<file path="src/rtl/control_file_pkg.sv">
// Shared opcode/function codes, control-line encodings and the packed control word
// for the KGP-RISC instruction decoder.
package control_file_pkg;

    localparam logic [5:0] OP_RTYPE = 6'd0;
    localparam logic [5:0] OP_BLTZ  = 6'd1;
    localparam logic [5:0] OP_J     = 6'd2;
    localparam logic [5:0] OP_JAL   = 6'd3;
    localparam logic [5:0] OP_BZ    = 6'd4;
    localparam logic [5:0] OP_BNZ   = 6'd5;
    localparam logic [5:0] OP_ANDI  = 6'd12;
    localparam logic [5:0] OP_ORI   = 6'd13;
    localparam logic [5:0] OP_ADDI  = 6'd15;
    localparam logic [5:0] OP_SLTI  = 6'd16;
    localparam logic [5:0] OP_LW    = 6'd35;
    localparam logic [5:0] OP_SW    = 6'd43;

    localparam logic [5:0] FN_JR    = 6'd8;
    localparam logic [5:0] FN_SRA   = 6'd29;
    localparam logic [5:0] FN_SRL   = 6'd30;
    localparam logic [5:0] FN_SLL   = 6'd31;
    localparam logic [5:0] FN_ADD   = 6'd32;
    localparam logic [5:0] FN_SUB   = 6'd34;
    localparam logic [5:0] FN_AND   = 6'd36;
    localparam logic [5:0] FN_OR    = 6'd37;
    localparam logic [5:0] FN_XOR   = 6'd38;
    localparam logic [5:0] FN_SLT   = 6'd42;

    localparam logic [1:0] REG_DST_RT  = 2'b00;
    localparam logic [1:0] REG_DST_RD  = 2'b01;
    localparam logic [1:0] REG_DST_R31 = 2'b10;

    localparam logic [1:0] ALU_IMM_RT   = 2'b00;
    localparam logic [1:0] ALU_IMM_SEXT = 2'b01;
    localparam logic [1:0] ALU_IMM_ZEXT = 2'b10;

    localparam logic [2:0] LOGIC_AND = 3'b000;
    localparam logic [2:0] LOGIC_OR  = 3'b001;
    localparam logic [2:0] LOGIC_XOR = 3'b010;
    localparam logic [2:0] LOGIC_SLL = 3'b100;
    localparam logic [2:0] LOGIC_SRL = 3'b101;
    localparam logic [2:0] LOGIC_SRA = 3'b110;

    localparam logic [1:0] REGIN_ALU = 2'b00;
    localparam logic [1:0] REGIN_MEM = 2'b01;
    localparam logic [1:0] REGIN_PC4 = 2'b10;
    localparam logic [1:0] REGIN_SLT = 2'b11;

    localparam logic [2:0] BR_NONE = 3'b000;
    localparam logic [2:0] BR_EQZ  = 3'b001;
    localparam logic [2:0] BR_NEZ  = 3'b010;
    localparam logic [2:0] BR_LTZ  = 3'b011;
    localparam logic [2:0] BR_UNC  = 3'b100;

    localparam logic [1:0] PC_SEL_SEQ  = 2'b00;
    localparam logic [1:0] PC_SEL_JUMP = 2'b01;
    localparam logic [1:0] PC_SEL_RS   = 2'b10;

    typedef struct packed {
        logic [1:0] reg_dst;
        logic       reg_write;
        logic [1:0] alu_imm;
        logic       fn;
        logic [2:0] logic_fn;
        logic       fn_class;
        logic       data_read;
        logic       data_write;
        logic [1:0] regin_data;
        logic [2:0] br_type;
        logic [1:0] pc_sel;
    } ctrl_word_t;

endpackage

</file>
<file path="src/rtl/control_decode.sv">
// Combinational opcode/function to control-word mapping. With CONTROL_FILE_ILLEGAL_DET_EN
// defined it also flags undefined opcodes and undefined R-type function values.
module control_decode
    import control_file_pkg::*;
(
    input  logic [5:0] opcode,
    input  logic [5:0] function_val,
`ifdef CONTROL_FILE_ILLEGAL_DET_EN
    output logic       illegal,
`endif
    output ctrl_word_t cw
);

    logic bad_code;

    always_comb begin
        cw       = '0;
        bad_code = 1'b0;
        case (opcode)
            OP_RTYPE: begin
                cw.reg_dst   = REG_DST_RD;
                cw.reg_write = 1'b1;
                cw.alu_imm   = ALU_IMM_RT;
                case (function_val)
                    FN_ADD: cw.fn = 1'b0;
                    FN_SUB: cw.fn = 1'b1;
                    FN_SLT: begin
                        cw.fn         = 1'b1;
                        cw.regin_data = REGIN_SLT;
                    end
                    FN_AND: begin cw.fn_class = 1'b1; cw.logic_fn = LOGIC_AND; end
                    FN_OR:  begin cw.fn_class = 1'b1; cw.logic_fn = LOGIC_OR;  end
                    FN_XOR: begin cw.fn_class = 1'b1; cw.logic_fn = LOGIC_XOR; end
                    FN_SLL: begin cw.fn_class = 1'b1; cw.logic_fn = LOGIC_SLL; end
                    FN_SRL: begin cw.fn_class = 1'b1; cw.logic_fn = LOGIC_SRL; end
                    FN_SRA: begin cw.fn_class = 1'b1; cw.logic_fn = LOGIC_SRA; end
                    FN_JR: begin
                        cw.reg_dst   = REG_DST_RT;
                        cw.reg_write = 1'b0;
                        cw.br_type   = BR_UNC;
                        cw.pc_sel    = PC_SEL_RS;
                    end
                    default: begin
                        // Undefined function: drop the shared R-type settings too.
                        cw       = '0;
                        bad_code = 1'b1;
                    end
                endcase
            end
            OP_ANDI: begin
                cw.reg_write = 1'b1;
                cw.alu_imm   = ALU_IMM_ZEXT;
                cw.fn_class  = 1'b1;
                cw.logic_fn  = LOGIC_AND;
            end
            OP_ORI: begin
                cw.reg_write = 1'b1;
                cw.alu_imm   = ALU_IMM_ZEXT;
                cw.fn_class  = 1'b1;
                cw.logic_fn  = LOGIC_OR;
            end
            OP_ADDI: begin
                cw.reg_write = 1'b1;
                cw.alu_imm   = ALU_IMM_SEXT;
            end
            OP_SLTI: begin
                cw.reg_write  = 1'b1;
                cw.alu_imm    = ALU_IMM_SEXT;
                cw.fn         = 1'b1;
                cw.regin_data = REGIN_SLT;
            end
            OP_LW: begin
                cw.reg_write  = 1'b1;
                cw.alu_imm    = ALU_IMM_SEXT;
                cw.data_read  = 1'b1;
                cw.regin_data = REGIN_MEM;
            end
            OP_SW: begin
                cw.alu_imm    = ALU_IMM_SEXT;
                cw.data_write = 1'b1;
            end
            OP_J: begin
                cw.br_type = BR_UNC;
                cw.pc_sel  = PC_SEL_JUMP;
            end
            OP_JAL: begin
                cw.reg_dst    = REG_DST_R31;
                cw.reg_write  = 1'b1;
                cw.regin_data = REGIN_PC4;
                cw.br_type    = BR_UNC;
                cw.pc_sel     = PC_SEL_JUMP;
            end
            OP_BLTZ: cw.br_type = BR_LTZ;
            OP_BZ:   cw.br_type = BR_EQZ;
            OP_BNZ:  cw.br_type = BR_NEZ;
            default: bad_code = 1'b1;
        endcase
    end

`ifdef CONTROL_FILE_ILLEGAL_DET_EN
    assign illegal = bad_code;
`else
    logic unused_bad_code;
    assign unused_bad_code = bad_code;
`endif

endmodule

</file>
<file path="src/rtl/kgprisc_control_file.sv">
// KGP-RISC main decoder: registers the control word one cycle after fetch.
// Optional illegal-code output enabled by CONTROL_FILE_ILLEGAL_DET_EN.
module kgprisc_control_file
    import control_file_pkg::*;
(
    input  logic       clk,
    input  logic       rst,
    input  logic [5:0] opcode,
    input  logic [5:0] function_val,
    output logic [1:0] reg_dst,
    output logic       reg_write,
    output logic [1:0] alu_imm,
    output logic       fn,
    output logic [2:0] logic_fn,
    output logic       fn_class,
    output logic       data_read,
    output logic       data_write,
    output logic [1:0] regin_data,
    output logic [2:0] br_type,
`ifdef CONTROL_FILE_ILLEGAL_DET_EN
    output logic       illegal,
`endif
    output logic [1:0] pc_sel
);

    ctrl_word_t cw_next;
    ctrl_word_t cw_q;

`ifdef CONTROL_FILE_ILLEGAL_DET_EN
    logic illegal_next;

    control_decode u_decode (
        .opcode       (opcode),
        .function_val (function_val),
        .illegal      (illegal_next),
        .cw           (cw_next)
    );

    always_ff @(posedge clk) begin
        if (rst) illegal <= 1'b0;
        else     illegal <= illegal_next;
    end
`else
    control_decode u_decode (
        .opcode       (opcode),
        .function_val (function_val),
        .cw           (cw_next)
    );
`endif

    always_ff @(posedge clk) begin
        if (rst) cw_q <= '0;
        else     cw_q <= cw_next;
    end

    assign reg_dst    = cw_q.reg_dst;
    assign reg_write  = cw_q.reg_write;
    assign alu_imm    = cw_q.alu_imm;
    assign fn         = cw_q.fn;
    assign logic_fn   = cw_q.logic_fn;
    assign fn_class   = cw_q.fn_class;
    assign data_read  = cw_q.data_read;
    assign data_write = cw_q.data_write;
    assign regin_data = cw_q.regin_data;
    assign br_type    = cw_q.br_type;
    assign pc_sel     = cw_q.pc_sel;

endmodule

</file>
<file path="config.mk">
export PLATFORM = sky130hd
export DESIGN_NAME = kgprisc_control_file
export DESIGN_NICKNAME = d
export VERILOG_FILES = /design/src/rtl/control_file_pkg.sv /design/src/rtl/control_decode.sv /design/src/rtl/kgprisc_control_file.sv
export SDC_FILE = /design/constraint.sdc
export NUM_CORES = 1
export LEC_CHECK = 0
export ABC_AREA = 1
export CORE_ASPECT_RATIO = 0.8
export CORE_MARGIN = 4
export CORE_UTILIZATION = 45
export CTS_CLUSTER_SIZE = 25
export DETAILED_ROUTE_END_ITERATION = 10
export PLACE_DENSITY = 0.89
export SYNTH_ARGS = -nofsm -noshare
export SYNTH_HDL_FRONTEND = slang
export SYNTH_HIERARCHICAL = 1
export SYNTH_SLANG_ARGS = --single-unit
</file>
<file path="constraint.sdc">
create_clock -name clk -period 0.97 [get_ports clk]
set_input_delay 0.097 -clock clk [delete_from_list [all_inputs] [get_ports clk]]
set_output_delay 0.097 -clock clk [all_outputs]
set_load 0.01 [all_outputs]
</file>
**After elaboration in Yosys (flattened, before gate mapping)**

Cells that the tools add are included.

- Memories kept: 0
- ROM bits: 0
- Flip-flop bits (word level): 19
- Latch bits: 0
- Memory bits (writable): 0
- Output and inout port bits: 19

- Eq/ne operators: 21
- Divide/modulo/power cells: 0
- Reduce and logical (&&, ||, !) cells: 7
- Mux-type cells: 15
- Bitwise operators: 0
- Shifts and indexed selects: 0
- $mul: 0
- Magnitude comparators: 0
- Add/sub/neg operators: 0

Operators with widths:

| operator | number |
|---|---|
| == test 6 bit (second input constant) | 8 |
| == test 6 x 4 -> 1 bit (second input constant) | 4 |
| == test 6 x 5 -> 1 bit (second input constant) | 4 |
| one-hot mux 4 bit (6 select lines) | 1 |
| one-hot mux 3 bit (5 select lines) | 1 |
| == test 6 x 2 -> 1 bit (second input constant) | 2 |
| == test 6 x 3 -> 1 bit (second input constant) | 2 |
| one-hot mux 2 bit (2 select lines) | 3 |
| one-hot mux 4 bit (3 select lines) | 1 |
| OR reduction 9 bit | 1 |
| one-hot mux 2 bit (4 select lines) | 1 |
| == test 6 x 1 -> 1 bit (second input constant) | 1 |
| zero test 6 bit | 1 |
| OR reduction 2 bit | 3 |
| OR reduction 6 bit | 1 |
| two-way mux 5 bit | 1 |
| two-way mux 2 bit | 2 |
| one-hot mux 1 bit (2 select lines) | 2 |
| OR reduction 4 bit | 1 |
| two-way mux 1 bit | 3 |

**Logic depth before layout (Yosys ltp)**

Gate-level depths: netlist (run 1).

- Depth in word-level cells: 4
- Mapped depth: 10
- Depth with buffers taken out: 10

**Modules after synthesis**

The synthesis (run 1) kept the hierarchy.

By module, submodules not included:

| module | seq. area each (µm²) | area each (µm²) | cells an instance | instances |
|---|---|---|---|---|
| kgprisc_control_file | 380.4 | 549.3 | 59 | 1 |
| control_decode | 0.0 | 462.9 | 90 | 1 |

**Worst setup path before layout (run 1)**

OpenSTA, ideal clock, no wires.

- Path type: input-to-reg
- Start point: input port function_val[1]
- End point: register cw_q, in the netlist reg_write
- Cell stages on the path: 10
- Path slack: 0.178 ns
- Setup time: 0.111 ns
- Arrival time: 0.680 ns
- Cell sequence: inv_2 -> nand2_1 -> nand3_1 -> nand2_1 -> nor2_1 -> nand2_1 -> nand2_1 -> nand2_1 -> inv_1 -> nor2_1

RTL lines:

| element | RTL line | RTL |
|---|---|---|
| from (decl) | kgprisc_control_file.sv:9 | `input logic [5:0] function_val,` |
| to (signal assigned) | kgprisc_control_file.sv:53 | `else cw_q <= cw_next;` |
| to (decl) | kgprisc_control_file.sv:27 | `ctrl_word_t cw_q;` |

**Worst setup path in the final report (run 1)**

- Start point: register cw_q, in the netlist reg_dst[0]
- End point: output port reg_dst[0]

RTL lines:

| element | RTL line | RTL |
|---|---|---|
| to (decl) | kgprisc_control_file.sv:10 | `output logic [1:0] reg_dst,` |

No word-level cell between the ends.

==> reports/summary.log, run 1 <==
[outcome] run status complete, no violations
[floorplan] number of I/O pins 33
[floorplan] die height 50.4 um
[sta] total count of max-transition violations in the final report 0
[clocking] clock tree root driver cell sky130_fd_sc_hd__clkbuf_4
[place] post-place instance area 0.00141 mm2
[global_route] GRT Overall Usage 17.2%
[drt] met2 layer wire length in the routed design 1330 um
[synth] number of unique standard cell types used by synthesis 23
[sta] hold violation count in the final report 0
[drt] count of antenna-violating nets left after detailed routing 0
[worst_setup_path] Worst Setup Path Type flop to output port
[drt] residual DRC count 0
[synth] flops & latches, synth 19
[place] detailed placement HPWL 1910 um
[sta] slew at the pin closest to its max-slew limit 285 ps
[min_path] hold_sp function_val[5]
[clocking] TritonCTS Buffers 3
[floorplan] Total Die Area 0.00308 mm2
[worst_setup_path] maximum fanout count along the critical path 1
[floorplan] starting density of the core 47.3%
[synth] count of warnings emitted by yosys 6
[worst_setup_path] ordered list of cells on the worst path clkdlybuf4s15_1
[global_route] global-route wire length before repair 3980 um
[worst_setup_path] slowest stage delay, CP 320 ps
[clocking] Clock transition at path regs 100 ps
[pwr] VDD IR max 0.689 mV
[global_route] number of antenna violations at the first check in global routing 0
[pwr] static power due to leakage 0.723 nW
[sta] share of the cycle needed by the critical path after routing 95.1%
[pwr] Power per Cell Area 1020 mW/mm2
[cells_and_area] antenna diode count 0
[synth] Avg Synthesized Cell Area 6.79 um2
[worst_setup_path] Worst Setup SP reg_dst[0]$_SDFF_PP0_
[global_route] pin count of the biggest net entering global routing 20
[clocking] TritonCTS clock tree built
[synth] leading post-synthesis cells by cell area sky130_fd_sc_hd__dfxtp_1 (38%), sky130_fd_sc_hd__inv_1 (14%), sky130_fd_sc_hd__nor2_1 (12%)
[worst_setup_path] timing endpoint of the critical path reg_dst[0]
[place] placed cells 212
[worst_setup_path] startpoint type of the worst setup path flop
[place] number of buffers added on ports 32
[worst_setup_path] critical path arrival 830 ps
[worst_setup_path] cell family with the largest share of critical-path delay flip-flops
[worst_setup_path] critical path capture point type output port
[worst_setup_path] Critical Path Slowest Stage Cell sky130_fd_sc_hd__dfxtp_1
[global_route] final global-route overflow total 0
[synth] area share of the leading cell type in the synthesized netlist 37.6%
[drt] routed length per placed instance 11.6 um
[sta] setup violation total in the final timing report 0
[drt] amount of wire on met3 after detailed routing 144 um
[synth] net count of the mapped netlist 163
[drt] number of vias per cell 4.65
[sta] Final min period 923 ps
[floorplan] Row Count 15
[place] setup slack at placement -495 ps
[clocking] H-tree depth 1
[synth] Seq/Total Area, Yosys 37.6%
[drt] detailed router's first-iteration violation count 34
[sta] headroom to the max-slew limit 80.9%
[place] routability congestion estimate from global placement 0.857
[sta] Final Hold Slack 289 ps
[cells_and_area] final cell area excluding filler cells 0.00140 mm2
[floorplan] die width 61.0 um
[clocking] maximum root-to-sink buffer count 2
[cells_and_area] layout cells sized above 1 30.6%
[cells_and_area] area growth from synthesis to layout 38.3%
[worst_setup_path] required time of the worst setup path 870 ps
[sta] final worst-path setup slack 47.1 ps
[cells_and_area] non-filler instance count after layout 221
[drt] uppermost layer routed met4
[job] total of max-cap violations 0
[drt] total vias in the final route 1028
[cells_and_area] Nets 211
[drt] detailed-router iteration count before antenna repair 4
[synth] combined area of all synthesized cells 0.00101 mm2
[floorplan] Floorplan Core Area 0.00214 mm2
[worst_setup_path] Buf/Inv on CP 1
[worst_setup_path] Stages on worst setup path 1
[clocking] number of clock sinks 19
[synth] area leader, netlist sky130_fd_sc_hd__dfxtp_1
[drt] met1 wire length 1030 um
[global_route] via count of the first global-routing pass 993
[drt] overall routed net length 2560 um
[synth] count of mapped cells out of synthesis 149
[sta] Fmax 1080 MHz
[min_path] class of the tightest hold or removal check input pin to flop
==> cell type report <==
class	count	area, um2
Clock buffer	4	26.3
Tap cell	25	31.3
Fill cell	201	739
Timing Repair Buffer	45	325
Sequential cell	19	380
Multi-Input combinational cell	86	478
Inverter	42	159
==> cell usage after synthesis <==
library cell               number
sky130_fd_sc_hd__nor2_1        32
sky130_fd_sc_hd__buf_8          1
sky130_fd_sc_hd__nand3_1       15
sky130_fd_sc_hd__buf_6          1
sky130_fd_sc_hd__nand2_1       16
sky130_fd_sc_hd__o21ai_2        1
sky130_fd_sc_hd__clkinv_2       1
sky130_fd_sc_hd__o21ai_1        1
sky130_fd_sc_hd__a21oi_1        1
sky130_fd_sc_hd__nand4_1        1
sky130_fd_sc_hd__dfxtp_1       19
sky130_fd_sc_hd__nor2_2         2
sky130_fd_sc_hd__nor2_4         6
sky130_fd_sc_hd__inv_1         37
sky130_fd_sc_hd__o22ai_1        1
sky130_fd_sc_hd__o21ai_0        1
sky130_fd_sc_hd__inv_2          4
sky130_fd_sc_hd__o211ai_1       2
sky130_fd_sc_hd__nand4_2        1
sky130_fd_sc_hd__nor3_1         1
sky130_fd_sc_hd__nor4_1         1
sky130_fd_sc_hd__nand2_2        3
sky130_fd_sc_hd__nand3_4        1
==> layer usage <==
| layer | vias up | track usage, % |
|---|---|---|
| met1 | 446 | 18.9 |
| met4 | 0 | 8.30 |
| met3 | 6 | 3.60 |
| li1 | 533 | - |
| met5 | - | 0 |
| met2 | 43 | 30.6 |
==> cells by family (layout without fill, tap and decap cells) <==
kind of cell | after synthesis | in the layout | synth area share (%)
AO/OA/AOI/OAI | 7 | 7 | 4.45
buffers and inverters | 44 | 91 | 18.3
flip-flops | 19 | 19 | 37.6
AND/OR/NAND/NOR | 79 | 79 | 39.7
==> cell usage in the layout, fill, tap and decap left out <==
master,instances
sky130_fd_sc_hd__nor2_4,7
sky130_fd_sc_hd__o21ai_2,1
sky130_fd_sc_hd__buf_2,1
sky130_fd_sc_hd__nor4_1,1
sky130_fd_sc_hd__o211ai_1,2
sky130_fd_sc_hd__buf_12,1
sky130_fd_sc_hd__nand3_2,2
sky130_fd_sc_hd__dfxtp_1,19
sky130_fd_sc_hd__o22ai_2,1
sky130_fd_sc_hd__nor2_1,32
sky130_fd_sc_hd__o21ai_1,1
sky130_fd_sc_hd__clkbuf_1,1
sky130_fd_sc_hd__inv_2,4
sky130_fd_sc_hd__clkdlybuf4s15_1,4
sky130_fd_sc_hd__a21oi_1,1
sky130_fd_sc_hd__o21ai_0,1
sky130_fd_sc_hd__clkinv_2,1
sky130_fd_sc_hd__nand2_1,14
sky130_fd_sc_hd__nand4_2,1
sky130_fd_sc_hd__nor3_2,1
sky130_fd_sc_hd__nand3_4,1
sky130_fd_sc_hd__buf_4,12
sky130_fd_sc_hd__clkbuf_4,3
sky130_fd_sc_hd__dlygate4sd2_1,8
sky130_fd_sc_hd__clkbuf_2,18
sky130_fd_sc_hd__nand2_2,5
sky130_fd_sc_hd__clkdlybuf4s50_1,1
sky130_fd_sc_hd__nand4_1,1
sky130_fd_sc_hd__inv_1,37
sky130_fd_sc_hd__nor2_2,1
sky130_fd_sc_hd__nand3_1,13
==> worst min-delay path by stage <==
stage,to,depth (start not counted)
2_1_floorplan,br_type[1]$_SDFF_PP0_,3
4_1_cts,br_type[1]$_SDFF_PP0_,4
3_5_place_dp,br_type[1],1
6_report,pc_sel[1]$_SDFF_PP0_,6
5_1_grt,br_type[1]$_SDFF_PP0_,4
3_3_place_gp,reg_write$_SDFF_PP0_,3
==> per-stage QoR <==
stage               utilization (%)  TNS (ps)  power, mW
floorplan                         -         0      0.926
global placement               65.9     -6530       1.05
detailed placement             65.9     -7430       1.05
CTS                            67.4         0       1.42
global route                   65.4     -40.6       1.51
finish                         65.4         0       1.42
==> flip-flops by register name, summed over array words and instances, names as in the netlist <==
register / flops
br_type: 3
logic_fn: 3
alu_imm: 2
pc_sel: 2
reg_dst: 2
regin_data: 2
data_read: 1
data_write: 1
fn: 1
fn_class: 1
reg_write: 1
==> power by group <==
| part | total [mW] | leakage, nW | internal [mW] | switching (mW) |
|---|---|---|---|---|
| logic | 0.254 | 0.555 | 0.107 | 0.147 |
| clock network | 0.382 | 0.0150 | 0.160 | 0.222 |
| registers | 0.789 | 0.153 | 0.787 | 0.00211 |
==> repair_timing <==
| action | 4_1_cts | 5_1_grt |
|---|---|---|
| resized for setup | 48 | 33 |
| hold buffers | 0 | 0 |
| pin swaps | 5 | 6 |
| setup buffers | 3 | 2 |
| endpoints found under the setup margin | 36 | 25 |
No activity file was read; power rests on OpenSTA's default activity.
==> run 2: changes to the inputs <==
- CELL_PAD_IN_SITES_DETAIL_PLACEMENT: default -> 1
- CELL_PAD_IN_SITES_GLOBAL_PLACEMENT: default -> 1
- CORE_UTILIZATION: 45 -> 31
- CTS_CLUSTER_SIZE: 25 -> default
- HOLD_SLACK_MARGIN: default -> 0.08
==> run 2 against run 1 <==
  * Critical path depth stayed put
  * Wire length grew 11%
  * Core utilization fell by 17 points
  * Sequential share of layout area is 2.1 points lower
  * Sequential power hardly changed
  * Design area grew 8.6%
  * Global-route usage shrank 2.5 points
  * Maximum frequency shrank 0.34%
  * First-iteration DRC count rose by 44%
  * Die area increased by 38%
  * Count of clock-buffer cells in the layout down 1
==> reports/summary.log, run 2 (synthesized netlist as in run 1, its figures left out) <==
[outcome] run status complete, no violations
[pwr] cell-internal power 1.19 mW
[clocking] # hold bufs at CTS 0
[clocking] TritonCTS clock tree built
[global_route] GRT Overall Usage 14.8%
[sta] Final min period 926 ps
[worst_setup_path] Critical Path Slowest Stage Cell sky130_fd_sc_hd__dfxtp_1
[cells_and_area] Nets 219
[pwr] Power per Cell Area 1040 mW/mm2
[pwr] VDD IR max 0.435 mV
[worst_setup_path] critical path arrival 830 ps
[sta] slew at the pin closest to its max-slew limit 253 ps
[global_route] via count of the first global-routing pass 1111
[worst_setup_path] maximum fanout count along the critical path 1
[drt] routed length per placed instance 11.7 um
[global_route] global-route wire length before repair 4860 um
[worst_setup_path] Buf/Inv on CP 1
[floorplan] Floorplan Core Area 0.00311 mm2
[global_route] final global-route overflow total 0
[place] routability congestion estimate from global placement 0.801
[drt] detailed router's first-iteration violation count 49
[sta] share of the cycle needed by the critical path after routing 95.5%
[job] total of max-cap violations 0
[clocking] maximum root-to-sink buffer count 2
[clocking] number of clock sinks 19
[global_route] pin count of the biggest net entering global routing 20
[floorplan] Total Die Area 0.00425 mm2
[sta] headroom to the max-slew limit 83.0%
[min_path] number of cells on the worst hold path 4
[floorplan] Row Count 18
[pwr] Sw Pwr 0.396 mW
[min_path] hold_sp opcode[3]
[sta] total count of max-transition violations in the final report 0
[worst_setup_path] required time of the worst setup path 870 ps
[cells_and_area] commonest non-fill, non-tap cells in the layout sky130_fd_sc_hd__inv_1 (34), sky130_fd_sc_hd__nor2_1 (29), sky130_fd_sc_hd__dfxtp_1 (19), sky130_fd_sc_hd__buf_4 (19), sky130_fd_sc_hd__dlygate4sd2_1 (16)
[sta] hold violation count in the final report 0
[drt] detailed-router iteration count before antenna repair 4
[floorplan] starting density of the core 32.6%
[cells_and_area] layout cells sized above 1 31.9%
[sta] final worst-path setup slack 44.0 ps
[pwr] Comb power frac 17.0%
[min_path] class of the tightest hold or removal check input pin to flop
[cells_and_area] area growth from synthesis to layout 50.2%
[drt] total vias in the final route 1067
[worst_setup_path] cell family with the largest share of critical-path delay flip-flops
[cells_and_area] commonest non-fill, non-tap cell in the layout sky130_fd_sc_hd__inv_1
[floorplan] number of I/O pins 33
[sta] total negative slack for setup checks 0 ps
[clocking] H-tree depth 1
[floorplan] die height 59.1 um
[worst_setup_path] Worst Setup Path Type flop to output port
[pwr] switching fraction of total power 24.9%
[clocking] TritonCTS Buffers 3
[place] number of buffers added on ports 32
[sta] setup violation total in the final timing report 0
[pwr] sequential power share 49.7%
[cells_and_area] share of the core filled with cells 48.9%
[worst_setup_path] critical path capture point type output port
[place] setup slack at placement -554 ps
[clocking] clock tree root driver cell sky130_fd_sc_hd__clkbuf_8
[sta] Fmax 1080 MHz
[sta] Final Hold Slack 171 ps
[min_path] worst hold path endpoint br_type[1]$_SDFF_PP0_
[drt] count of antenna-violating nets left after detailed routing 0
[floorplan] die width 71.9 um
[worst_setup_path] startpoint type of the worst setup path flop
[place] detailed placement HPWL 2280 um
[drt] residual DRC count 0
[worst_setup_path] ordered list of cells on the worst path dlygate4sd2_1
[drt] overall routed net length 2850 um
[global_route] number of antenna violations at the first check in global routing 0
[pwr] static power due to leakage 0.817 nW
[clocking] Clock transition at path regs 70 ps
[worst_setup_path] slowest stage delay, CP 320 ps
[cells_and_area] antenna diode count 0
[drt] number of vias per cell 4.37
[pwr] share of power burned in the clock network 33.3%
[run 2: worst max-delay path by stage]
stage | start | end | slack, ps | depth (start not counted)
floorplan | function_val[1] | reg_write$_SDFF_PP0_ | 180 | 10
global placement | opcode[3] | fn_class$_SDFF_PP0_ | -450 | 8
detailed placement | function_val[5] | regin_data[1]$_SDFF_PP0_ | -550 | 7
CTS | function_val[2] | regin_data[1]$_SDFF_PP0_ | -10 | 7
global route | function_val[5] | reg_dst[0]$_SDFF_PP0_ | -10 | 12
finish | alu_imm[0]$_SDFF_PP0_ | alu_imm[0] | 40 | 1
[run 2: layout make-up]
class	instances	area [um2]
clock buffer	3	41.3
clock inverter	1	5.00
fill	411	1590
inverter	42	161
multi-input combinational	86	468
sequential	19	380
tap	40	50.0
timing repair buffer	53	414
[run 2: what timing repair did]
| item | 4_1_cts | 5_1_grt |
|---|---|---|
| buffers inserted | 6 | 2 |
| pin swaps | 8 | 11 |
| setup endpoints to repair | 38 | 16 |
| resized for setup | 34 | 35 |
| cloned | 0 | 0 |
[run 2: metrics by stage]
stage | std cells | cell area, um2 | total power, mW
CTS | 242 | 1520 | 1.60
global route | 244 | 1520 | 1.67
finish | 244 | 1520 | 1.59
global placement | 232 | 1470 | 1.07
floorplan | 149 | 1010 | 0.926
detailed placement | 232 | 1470 | 1.08
[run 2: per-layer routing]
| metal | up-vias | track usage (%) | share of wire [%] |
|---|---|---|---|
| met2 | 27 | 29.1 | 54 |
| met5 | - | 0 | 0 |
| met4 | 0 | 4.02 | 0.46 |
| met1 | 488 | 16.7 | 41 |
| li1 | 550 | - | - |
| met3 | 2 | 2.03 | 5.0 |
[run 2: power groups by stage]
stage	Combinational [mW]	Clock (mW)	Sequential [mW]
after detailed placement	0.269	0	0.807
after global routing	0.300	0.578	0.789
after floorplan	0.116	0	0.810
after CTS	0.265	0.548	0.789
final	0.270	0.528	0.789
after global placement	0.260	0	0.807
==> run 3: changes to the inputs <==
- CORE_ASPECT_RATIO: 0.8 -> 2
==> run 3 against run 2 <==
  * Global-route usage shrank 2.1 points
  * Die area rose by 1.2%
  * Non-clock buffer count up 1
  * Hold slack better by 3.2 ps
  * Combinational power rose by 7%
  * Wire length increased by 0.18%
  * Sequential cell count is the same
==> reports/summary.log, run 3 (synthesized netlist as in run 1, its figures left out) <==
[drt] number of vias per cell 4.69
[min_path] number of cells on the worst hold path 4
[sta] total count of max-transition violations in the final report 0
[worst_setup_path] cell family with the largest share of critical-path delay flip-flops
[clocking] H-tree depth 1
[worst_setup_path] maximum fanout count along the critical path 1
[pwr] VDD IR max 0.501 mV
[cells_and_area] antenna diode count 0
[sta] setup violation total in the final timing report 0
[outcome] run status complete, no violations
[place] number of buffers added on ports 32
[cells_and_area] commonest non-fill, non-tap cell in the layout sky130_fd_sc_hd__inv_1
[cells_and_area] final cell area excluding filler cells 0.00156 mm2
[worst_setup_path] Critical Path Slowest Stage Cell sky130_fd_sc_hd__dfxtp_1
[pwr] Comb power frac 17.9%
[place] post-place instance area 0.00147 mm2
[pwr] switching fraction of total power 25.5%
[floorplan] Row Count 29
[floorplan] die width 48.4 um
[pwr] cell-internal power 1.20 mW
[cells_and_area] commonest non-fill, non-tap cells in the layout sky130_fd_sc_hd__inv_1 (35), sky130_fd_sc_hd__nor2_1 (31), sky130_fd_sc_hd__dfxtp_1 (19), sky130_fd_sc_hd__dlygate4sd2_1 (18), sky130_fd_sc_hd__buf_4 (18)
[pwr] sequential power share 49.0%
[floorplan] number of I/O pins 33
[worst_setup_path] critical path arrival 830 ps
[sta] hold violation count in the final report 0
[min_path] class of the tightest hold or removal check input pin to flop
[place] routability congestion estimate from global placement 0.767
[worst_setup_path] Buf/Inv on CP 1
[sta] headroom to the max-slew limit 84.6%
[clocking] number of clock sinks 19
[pwr] share of power burned in the clock network 33.1%
[floorplan] die height 88.8 um
[global_route] via count of the first global-routing pass 1121
[drt] overall routed net length 2860 um
[pwr] static power due to leakage 0.831 nW
[cells_and_area] area growth from synthesis to layout 53.6%
[global_route] pin count of the biggest net entering global routing 20
[cells_and_area] Nets 220
[global_route] number of antenna violations at the first check in global routing 0
[drt] count of antenna-violating nets left after detailed routing 0
[floorplan] Floorplan Core Area 0.00316 mm2
[drt] detailed router's first-iteration violation count 9
[drt] detailed-router iteration count before antenna repair 2
[sta] slew at the pin closest to its max-slew limit 229 ps
[global_route] global-route wire length before repair 4440 um
[sta] Fmax 1080 MHz
[drt] routed length per placed instance 12.1 um
[worst_setup_path] critical path capture point type output port
[drt] residual DRC count 0
[floorplan] Total Die Area 0.00430 mm2
[worst_setup_path] required time of the worst setup path 870 ps
[pwr] Sw Pwr 0.409 mW
[worst_setup_path] startpoint type of the worst setup path flop
[clocking] clock tree root driver cell sky130_fd_sc_hd__clkbuf_8
[drt] total vias in the final route 1106
[floorplan] starting density of the core 32.1%
[place] detailed placement HPWL 2230 um
[worst_setup_path] slowest stage delay, CP 300 ps
[job] total of max-cap violations 0
[clocking] Clock transition at path regs 70 ps
[clocking] maximum root-to-sink buffer count 2
[worst_setup_path] Worst Setup Path Type flop to output port
[clocking] TritonCTS Buffers 3
[clocking] # hold bufs at CTS 0
[global_route] final global-route overflow total 0
[global_route] GRT Overall Usage 12.7%
[worst_setup_path] Stages on worst setup path 1
[worst_setup_path] ordered list of cells on the worst path dlygate4sd2_1
[clocking] TritonCTS clock tree built
[cells_and_area] layout cells sized above 1 32.7%
[sta] Final min period 923 ps
[pwr] Power per Cell Area 1030 mW/mm2
[sta] Final Hold Slack 174 ps
[sta] share of the cycle needed by the critical path after routing 95.2%
==> run 3: what timing repair did <==
item                       4_1_cts  5_1_grt
gates resized for setup         39       35
buffers inserted                 4        3
setup endpoints to repair       38       12
pin swaps                        8       13
==> run 3: worst paths after layout <==
path	endpoint	slack, ps	startpoint
max	data_read	50	data_read$_SDFF_PP0_
min	br_type[1]$_SDFF_PP0_	170	opcode[3]
==> run 3: final cells by class <==
type                            count  area, um2
Fill cell                         417       1600
Tap cell                           31       38.8
Multi-Input combinational cell     86        497
Inverter                           42        161
Sequential cell                    19        380
Timing Repair Buffer               54        432
Clock inverter                      1       5.00
Clock buffer                        3       41.3
==> run 3: per-stage QoR <==
step                      setup WS [ps]  util, %  total power [mW]  TNS, ps  cells
after global placement             -472     46.6              1.08    -7010    225
after detailed placement           -565     46.6              1.08    -7720    225
after floorplan                     178        -             0.926        0    149
after CTS                          10.1     48.5              1.61        0    233
after global routing              -52.3     49.3              1.68     -126    236
final                              46.7     49.3              1.61        0    236
==> run 3: per-layer routing <==
layer	vias to the layer above	wire, um	share of wire (%)	track usage (%)
met3	6	72	2.5	0.169
li1	550	-	-	-
met4	0	61	2.1	7.30
met1	528	935	33	10.6
met5	-	0	0	0
met2	22	1790	63	27.9
==> run 3: power groups by stage <==
stage / sequential (mW) / combinational [mW] / clock [mW]
4_1_cts: 0.788 / 0.272 / 0.550
3_5_place_dp: 0.806 / 0.277 / 0
2_1_floorplan: 0.810 / 0.116 / 0
3_3_place_gp: 0.806 / 0.269 / 0
6_report: 0.788 / 0.288 / 0.532
5_1_grt: 0.788 / 0.318 / 0.570
